[src/rtl/bsg_manycore_pkg.sv]
// Shared types and widths for the manycore remote-request path.
// The request struct is sized from the package widths, so instances of the
// issue stage must keep their coordinate and data parameters at these values.
package bsg_manycore_pkg;

    localparam int x_cord_width_gp           = 6;
    localparam int y_cord_width_gp           = 5;
    localparam int data_width_gp             = 32;
    localparam int epa_word_addr_width_gp    = 16;
    localparam int max_local_offset_width_gp = 9;

    // Local coordinate fields pulled out of a shared EVA.
    // They are sized for the largest tile group, which is 8 wide and 4 tall.
    localparam int shared_x_width_gp = 3;
    localparam int shared_y_width_gp = 2;

    typedef struct packed {
        logic [x_cord_width_gp-1:0]        x;
        logic [y_cord_width_gp-1:0]        y;
        logic [epa_word_addr_width_gp-1:0] addr;
        logic                              w;
        logic [data_width_gp-1:0]          data;
        logic [3:0]                        mask;
    } shared_eva_req_s;

    typedef enum logic [1:0] {
        fifo_empty_e = 2'd0,
        fifo_one_e   = 2'd1,
        fifo_full_e  = 2'd2
    } two_fifo_state_e;

endpackage

[src/rtl/hash_function_shared.sv]
// Stripe hash for shared EVAs. The low hash_i bits form the stripe.
// The next x_width_p bits give the local X, and the y_width_p bits above them
// give the local Y. The remaining upper bits are the offset, which is placed
// above the stripe bits to form the tile-local word address.
module hash_function_shared #(
    parameter int width_p      = 32,
    parameter int hash_width_p = 4,
    parameter int x_width_p    = 3,
    parameter int y_width_p    = 2,
    parameter int addr_width_p = 16
) (
    input  logic                    en_i,
    input  logic [width_p-1:0]      eva_i,
    input  logic [hash_width_p-1:0] hash_i,
    output logic [x_width_p-1:0]    x_o,
    output logic [y_width_p-1:0]    y_o,
    output logic [addr_width_p-1:0] addr_o
);

    logic [width_p-1:0] stripe_mask;

    // Split the EVA into coordinates and a word address; outputs rest at zero when idle.
    always_comb begin
        // NOTE: every always_comb output gets a default first so no path leaves it unassigned (no latch).
        x_o         = '0;
        y_o         = '0;
        addr_o      = '0;
        stripe_mask = ~({width_p{1'b1}} << hash_i);
        if (en_i) begin
            x_o    = x_width_p'(eva_i >> hash_i);
            y_o    = y_width_p'(eva_i >> (int'(hash_i) + x_width_p));
            addr_o = addr_width_p'(((eva_i >> (int'(hash_i) + x_width_p + y_width_p)) << hash_i)
                                   | (eva_i & stripe_mask));
        end
    end

endmodule

[src/rtl/shared_eva_remote_req.sv]
// Issue stage for shared-EVA remote requests.
// It hashes each request into a tile-local address and relocates it by the tile-group origin.
// Requests that fall outside the tile group are dropped with an error pulse.
// Legal requests are buffered in a two-entry FIFO and released to the link
// under an outstanding-credit limit.
module shared_eva_remote_req
    import bsg_manycore_pkg::*;
#(
    parameter int width_p           = 32,
    parameter int data_width_p      = 32,
    parameter int x_cord_width_p    = 6,
    parameter int y_cord_width_p    = 5,
    parameter int hash_width_p      = 4,
    parameter int max_out_credits_p = 16
) (
    input  logic                                       clk_i,
    input  logic                                       reset_n_i,
    input  logic                                       v_i,
    output logic                                       ready_o,
    input  logic                                       w_i,
    input  logic [width_p-1:0]                         shared_eva_i,
    input  logic [hash_width_p-1:0]                    hash_i,
    input  logic [data_width_p-1:0]                    data_i,
    input  logic [3:0]                                 mask_i,
    input  logic [x_cord_width_p-1:0]                  tg_origin_x_i,
    input  logic [y_cord_width_p-1:0]                  tg_origin_y_i,
    input  logic [x_cord_width_p-1:0]                  tg_dim_x_i,
    input  logic [y_cord_width_p-1:0]                  tg_dim_y_i,
    output logic                                       out_v_o,
    input  logic                                       out_yumi_i,
    output logic [x_cord_width_p-1:0]                  out_x_o,
    output logic [y_cord_width_p-1:0]                  out_y_o,
    output logic [epa_word_addr_width_gp-1:0]          out_addr_o,
    output logic                                       out_w_o,
    output logic [data_width_p-1:0]                    out_data_o,
    output logic [3:0]                                 out_mask_o,
    input  logic                                       credit_return_i,
    output logic [$clog2(max_out_credits_p+1)-1:0]     out_credits_o,
    output logic                                       err_o,
    output logic [width_p-1:0]                         err_eva_o
);

    localparam int xw_lp           = shared_x_width_gp;
    localparam int yw_lp           = shared_y_width_gp;
    localparam int credit_width_lp = $clog2(max_out_credits_p+1);

    localparam logic [hash_width_p-1:0]    max_hash_lp    = hash_width_p'(max_local_offset_width_gp);
    localparam logic [credit_width_lp-1:0] max_credits_lp = credit_width_lp'(max_out_credits_p);

    // ---------------- hash and bounds check ----------------
    logic [xw_lp-1:0]                  local_x;
    logic [yw_lp-1:0]                  local_y;
    logic [epa_word_addr_width_gp-1:0] local_addr;

    hash_function_shared #(
        .width_p      (width_p),
        .hash_width_p (hash_width_p),
        .x_width_p    (xw_lp),
        .y_width_p    (yw_lp),
        .addr_width_p (epa_word_addr_width_gp)
    ) u_hash (
        .en_i   (v_i),
        .eva_i  (shared_eva_i),
        .hash_i (hash_i),
        .x_o    (local_x),
        .y_o    (local_y),
        .addr_o (local_addr)
    );

    logic [x_cord_width_p-1:0] local_x_ext;
    logic [y_cord_width_p-1:0] local_y_ext;
    logic                      req_err;
    logic                      accept;
    logic                      enq;
    logic                      drop;
    logic                      deq;

    assign local_x_ext = x_cord_width_p'(local_x);
    assign local_y_ext = y_cord_width_p'(local_y);

    assign req_err = (hash_i > max_hash_lp)
                   | (local_x_ext >= tg_dim_x_i)
                   | (local_y_ext >= tg_dim_y_i);

    assign accept = v_i & ready_o;
    assign enq    = accept & ~req_err;
    assign drop   = accept &  req_err;

    // Relocate to absolute coordinates; overflow is a configuration error caught below.
    shared_eva_req_s enq_req;

    assign enq_req.x    = tg_origin_x_i + local_x_ext;
    assign enq_req.y    = tg_origin_y_i + local_y_ext;
    assign enq_req.addr = local_addr;
    assign enq_req.w    = w_i;
    assign enq_req.data = data_i;
    assign enq_req.mask = mask_i;

    // ---------------- two-entry FIFO ----------------
    two_fifo_state_e state_r, state_n;
    logic            rd_ptr_r;
    logic            wr_ptr_r;
    shared_eva_req_s mem_r [2];
    shared_eva_req_s head;
    logic            fifo_nonempty;

    assign ready_o       = (state_r != fifo_full_e);
    assign fifo_nonempty = (state_r != fifo_empty_e);
    assign head          = mem_r[rd_ptr_r];

    // FIFO occupancy state and read/write pointers.
    always_ff @(posedge clk_i or negedge reset_n_i) begin
        // NOTE: sequential state uses non-blocking assignments so all registers update together at the edge.
        if (!reset_n_i) begin
            state_r  <= fifo_empty_e;
            rd_ptr_r <= 1'b0;
            wr_ptr_r <= 1'b0;
        end else begin
            state_r <= state_n;
            if (enq) wr_ptr_r <= ~wr_ptr_r;
            if (deq) rd_ptr_r <= ~rd_ptr_r;
        end
    end

    // Occupancy transitions for enqueue and dequeue; both together keep the count.
    always_comb begin
        state_n = state_r;
        unique case (state_r)
            fifo_empty_e: if (enq)         state_n = fifo_one_e;
            fifo_one_e: begin
                if (enq && !deq)           state_n = fifo_full_e;
                else if (deq && !enq)      state_n = fifo_empty_e;
            end
            fifo_full_e:  if (deq)         state_n = fifo_one_e;
            default:                       state_n = fifo_empty_e;
        endcase
    end

    // Entry storage is written on enqueue only.
    always_ff @(posedge clk_i) begin
        // NOTE: storage has no reset; the occupancy state alone says which entries are valid.
        if (enq) mem_r[wr_ptr_r] <= enq_req;
    end

    // ---------------- credit gate ----------------
    logic [credit_width_lp-1:0] credits_r;

    assign out_v_o       = fifo_nonempty & (credits_r != '0);
    assign deq           = out_v_o & out_yumi_i;
    assign out_credits_o = credits_r;

    // Up/down credit counter, saturating at the configured maximum.
    always_ff @(posedge clk_i or negedge reset_n_i) begin
        if (!reset_n_i) begin
            credits_r <= max_credits_lp;
        end else if (deq && !credit_return_i) begin
            credits_r <= credits_r - 1'b1;
        end else if (credit_return_i && !deq && (credits_r != max_credits_lp)) begin
            credits_r <= credits_r + 1'b1;
        end
    end

    assign out_x_o    = head.x;
    assign out_y_o    = head.y;
    assign out_addr_o = head.addr;
    assign out_w_o    = head.w;
    assign out_data_o = head.data;
    assign out_mask_o = head.mask;

    // ---------------- error reporting ----------------
    // One-cycle pulse per dropped request; the EVA of the last drop is held.
    always_ff @(posedge clk_i or negedge reset_n_i) begin
        if (!reset_n_i) begin
            err_o     <= 1'b0;
            err_eva_o <= '0;
        end else begin
            err_o <= drop;
            if (drop) err_eva_o <= shared_eva_i;
        end
    end

    // ---------------- configuration and protocol checks ----------------
    logic [x_cord_width_p:0] abs_x_wide;
    logic [y_cord_width_p:0] abs_y_wide;

    assign abs_x_wide = {1'b0, tg_origin_x_i} + {1'b0, local_x_ext};
    assign abs_y_wide = {1'b0, tg_origin_y_i} + {1'b0, local_y_ext};

    a_no_coord_overflow: assert property (@(posedge clk_i) disable iff (!reset_n_i)
        enq |-> !abs_x_wide[x_cord_width_p] && !abs_y_wide[y_cord_width_p]);

    a_no_credit_overflow: assert property (@(posedge clk_i) disable iff (!reset_n_i)
        (credit_return_i && !deq) |-> (credits_r != max_credits_lp));

    a_yumi_needs_valid: assert property (@(posedge clk_i) disable iff (!reset_n_i)
        out_yumi_i |-> out_v_o);

endmodule

[config.mk]
export PLATFORM = sky130hd
export DESIGN_NAME = shared_eva_remote_req
export DESIGN_NICKNAME = d
export VERILOG_FILES = /design/src/rtl/bsg_manycore_pkg.sv /design/src/rtl/hash_function_shared.sv /design/src/rtl/shared_eva_remote_req.sv
export SDC_FILE = /design/constraint.sdc
export NUM_CORES = 1
export LEC_CHECK = 0
export ABC_CLOCK_PERIOD_IN_PS = 4200
export CORE_MARGIN = 5
export CORE_UTILIZATION = 40
export CTS_BUF_LIST = sky130_fd_sc_hd__clkbuf_8 sky130_fd_sc_hd__clkbuf_16
export DETAILED_ROUTE_END_ITERATION = 16
export PLACE_DENSITY = 0.77
export SYNTH_ARGS = -nofsm -noshare
export SYNTH_HDL_FRONTEND = slang
export SYNTH_HIERARCHICAL = 1
export SYNTH_SLANG_ARGS = --single-unit
[constraint.sdc]
create_clock -name clk_i -period 4.2 [get_ports clk_i]
set_input_delay 0.63 -clock clk_i [delete_from_list [all_inputs] [get_ports clk_i]]
set_output_delay 0.63 -clock clk_i [all_outputs]
set_load 0.02 [all_outputs]
==> results by group, run 1 <==
STA
  – Clk_skew: 0.0188 ns
  – Fin. max-slew vios: 0
  – Final-report hold violation count: 0
  – Fmax: 0.275 GHz
  – Unrepaired setup endpoints after global routing: false
  – Slew @ Worst Pin: 0.875 ns
  – Worst slew margin: 0.402
  – Final worst-path cycle share: 0.866
  – Min Clock Period, post-route: 3.64 ns
  – Final-report setup violation count: 0

Synthesis
  – Seq/Total Area, Yosys: 0.536
  – Synth Cell Area: 0.00913 mm^2
  – Synth Warn #: 6
  – Synth async-reset ratio: 0.247
  – Post-synth EDFFs: 128
  – Simple-Gate Fraction of Synth Area: 0.0614
  – Syn avg cell area: 14.0 um^2
  – Main combinational cell family by area after synthesis: multiplexers
  – Syn nets: 766
  – Post-synthesis mux area share: 0.257
  – Post-Synth Adder-Cell Area: 0.0244
  – Distinct cells, synth: 77
  – Synth Area in Compound Gates: 0.0759
  – Synth Register Bits: 170
  – XOR/XNOR Fraction of Synth Area: 0.0115
  – Synth Flop Type: edfxtp_1
  – Cells after Synth: 650

Pwr
  – Flop pwr share: 0.346
  – Leak: 4.50 nW
  – Clock share of power: 0.228
  – Final Total Pwr: 0.00682 W
  – Sw Ratio: 0.344
  – Cell area power density: 555 mW/mm^2
  – Internal power: 0.00447 W
  – VDD IR max: 0.260 mV
  – Psw: 0.00235 W
  – Comb pwr share: 0.426

Placement
  – GPL Wtd Cong: 0.973
  – Area after DPL: 0.0117 mm^2
  – Detail Placement HPWL: 17300 um
  – Number of buffers added on ports: 203

Route
  – Wirelength per Cell: 20.2 um
  – Final ANT Viol Nets: 0
  – Vias post-DR: 6363
  – DR vias/cell: 5.45
  – DRT Wirelength: 23600 um
  – Drt pass-1 iters: 5
  – Number of remaining DRC errors: 0
  – First DRT Iteration DRCs: 486

Finish
  – Share of cells above drive strength 1: 0.263
  – Antenna fix cells: 0
  – Final Instance Area: 0.0123 mm^2
  – Layout overhead on the synthesized area: 34.7%
  – Nets: 986
  – Util after Layout: 0.545

Critical path
  – Crit path top cell by count: nor2_1
  – Path depth of the worst reg2reg path: 11
  – Crit-path cells: clkdlybuf4s50_1 > mux2_4 > mux4_2 > nor2_1 > a311oi_1 > buf_4 > inv_1 > ha_1 > nand2b_4 > a21oi_4 > nor4_4 > nor2_1 > nand3_2 > nor2_4 > buf_12
  – Crit path max-delay family: buffers and inverters
  – Worst reg2reg setup slack: 1.41 ns
  – CP arrival: 3.76 ns
  – Reg2reg start: out_credits_o[0]$_DFFE_PN0P_
  – Slowest cell on crit path: clkdlybuf4s50_1
  – WP data required: 4.32 ns
  – Worst Setup Path Type: in2reg
  – Largest stage delay, worst path: 0.55 ns
  – CP Capture Type: flip-flop
  – CP bufs+invs: 4
  – Reg2Reg Capture Point: out_credits_o[4]$_DFFE_PN1P_
  – Worst setup SP type: primary input
  – Max FO, Critical Path: 36

Die
  – Core Region: 0.0226 mm^2
  – # IOs: 204
  – Die footprint: 0.0259 mm^2
  – Die width: 161 um
  – Row count: 55
  – Starting Density: 0.404
  – Chip height: 161 um

CTS
  – H-tree levels: 4
  – Postcts setup bufs: 0
  – Max clock buf depth: 2
  – Hold bufs inserted after CTS: 0
  – CTS tree: yes
  – CTS buffer count: 17
  – Clk root buf: clkbuf_16
  – Clock sink count: 170
  – Post-cts resize count: 0
  – Clock-pin slew on the worst setup and hold paths: 0.08 ns
  – Clock Latency Late Sink: 0.44 ns

GRT
  – Initial antenna violation count: 0
  – Vias in the first global route: 6531
  – Grt total ovfl: 0
  – Global-route wire length before repair: 37200 um
  – Maximum number of pins on one net before global-route repair: 38
  – Gr usage total: 0.181

Run
  – Maxcap violations: 0

Status
  – Status: complete, no violations

Min path
  – Hold crit path type: in2async
worst max path at each step:
stage | from | to | slack [ns] | depth (start not counted)
after CTS | shared_eva_i[8] | mem_r[0][38]$_DFFE_PP_ | 0.58 | 15
after detailed placement | shared_eva_i[8] | mem_r[0][36]$_DFFE_PP_ | 0.12 | 15
after floorplan | hash_i[0] | mem_r[0][0]$_DFFE_PP_ | -0.03 | 15
after global routing | shared_eva_i[8] | mem_r[0][38]$_DFFE_PP_ | 0.43 | 15
after global placement | shared_eva_i[8] | mem_r[0][32]$_DFFE_PP_ | 0.19 | 15
final | shared_eva_i[8] | mem_r[0][38]$_DFFE_PP_ | 0.56 | 15
placed cells by master, fill, tap and decap left out, types with 21 or more instances in the layout:
master and n:
inv_1 23, dfrtp_1 40, mux2i_1 21, nor2_1 23
buf_4 32, nand2_1 44, edfxtp_1 128, clkdlybuf4s50_1 199
mux2_2 99, mux4_2 29
state kept, by name, summed over array words and instances (netlist names):
| register | cells |
|---|---|
| mem_r | 128 |
| err_eva_o | 32 |
| out_credits_o | 5 |
| state_r | 2 |
| err_o | 1 |
| rd_ptr_r | 1 |
| wr_ptr_r | 1 |
cell type report:
| class | count | area [um^2] |
|---|---|---|
| Fill cell | 1894 | 10300 |
| Sequential cell | 170 | 4900 |
| Multi-Input combinational cell | 415 | 4000 |
| Timing Repair Buffer | 240 | 2350 |
| Clock buffer | 17 | 425 |
| Tap cell | 285 | 357 |
| Clock inverter | 15 | 171 |
| Inverter | 26 | 98.8 |
cells in the mapped netlist (2+ instances only):
master	number	area [um^2]
a211oi_1	11	82.6
nand2b_1	7	43.8
o221ai_1	2	17.5
buf_2	16	80.1
o21ai_0	13	65.1
buf_1	3	11.3
dfrtp_1	41	1030
o22ai_1	3	18.8
nor2_1	25	93.8
fa_1	3	60.1
mux4_1	5	131
and3_1	2	12.5
clkbuf_1	14	52.6
edfxtp_1	128	3840
mux2_2	99	1110
o21a_1	2	15.0
inv_1	23	86.3
nor4_2	2	25.0
mux4_2	29	653
nand3_1	10	50.1
inv_2	2	7.51
nor4_1	2	12.5
xnor2_1	11	96.3
a22o_1	2	17.5
nand2_1	44	165
nor3_1	7	35.0
o21ai_1	7	35.0
a221oi_1	5	43.8
ha_1	13	163
buf_6	4	45.0
a21oi_1	22	110
o2111ai_1	3	26.3
nor2b_1	3	18.8
mux2_4	2	30.0
mux2_1	18	203
mux2i_1	21	210
o211ai_1	5	37.5
a21o_1	2	15.0
cells by family (layout without fill, tap and decap cells):
| kind of cell | after synthesis | in the layout |
|---|---|---|
| DFF | 170 | 170 |
| adders and majority gates | 16 | 16 |
| AOI/OAI and AO/OA | 98 | 98 |
| buffers and inverters | 65 | 298 |
| muxes | 174 | 174 |
| xor gates and xnor gates | 12 | 12 |
| and+or+nand+nor | 115 | 115 |
power groups by stage:
| stage | sequential (W) | combinational (W) | clock (W) |
|---|---|---|---|
| after detailed placement | 0.00240 | 0.00293 | 0 |
| final | 0.00236 | 0.00291 | 0.00155 |
| after floorplan | 0.00255 | 0.00153 | 0 |
| after CTS | 0.00236 | 0.00295 | 0.00160 |
| after global placement | 0.00237 | 0.00291 | 0 |
| after global routing | 0.00240 | 0.00308 | 0.00168 |
stage by stage:
step | cells | hold slack (ns) | setup WS (ns) | TNS [ns]
5_1_grt | 1168 | 0.163 | 0.426 | 0
2_1_floorplan | 650 | 0.334 | -0.0308 | -2.50
3_5_place_dp | 1136 | 0.488 | 0.119 | 0
6_report | 1168 | 0.130 | 0.561 | 0
4_1_cts | 1168 | 0.133 | 0.577 | 0
3_3_place_gp | 1136 | 0.472 | 0.192 | 0
routing by layer:
layer / vias to the layer above / wire [um] / track usage
li1: 2953 / - / -
met1: 3112 / 10300 / 0.249
met2: 267 / 10800 / 0.280
met3: 31 / 1890 / 0.0526
met4: 0 / 494 / 0.0566
met5: - / 0 / 0
(Power assumes the default switching activity.)
==> run 2, diff against run 1 <==
CTS_CLUSTER_DIAMETER = 50   (was unset)
==> results of run 2 <==
Same layout as run 1: the final DEF is identical, and so are final timing and power.
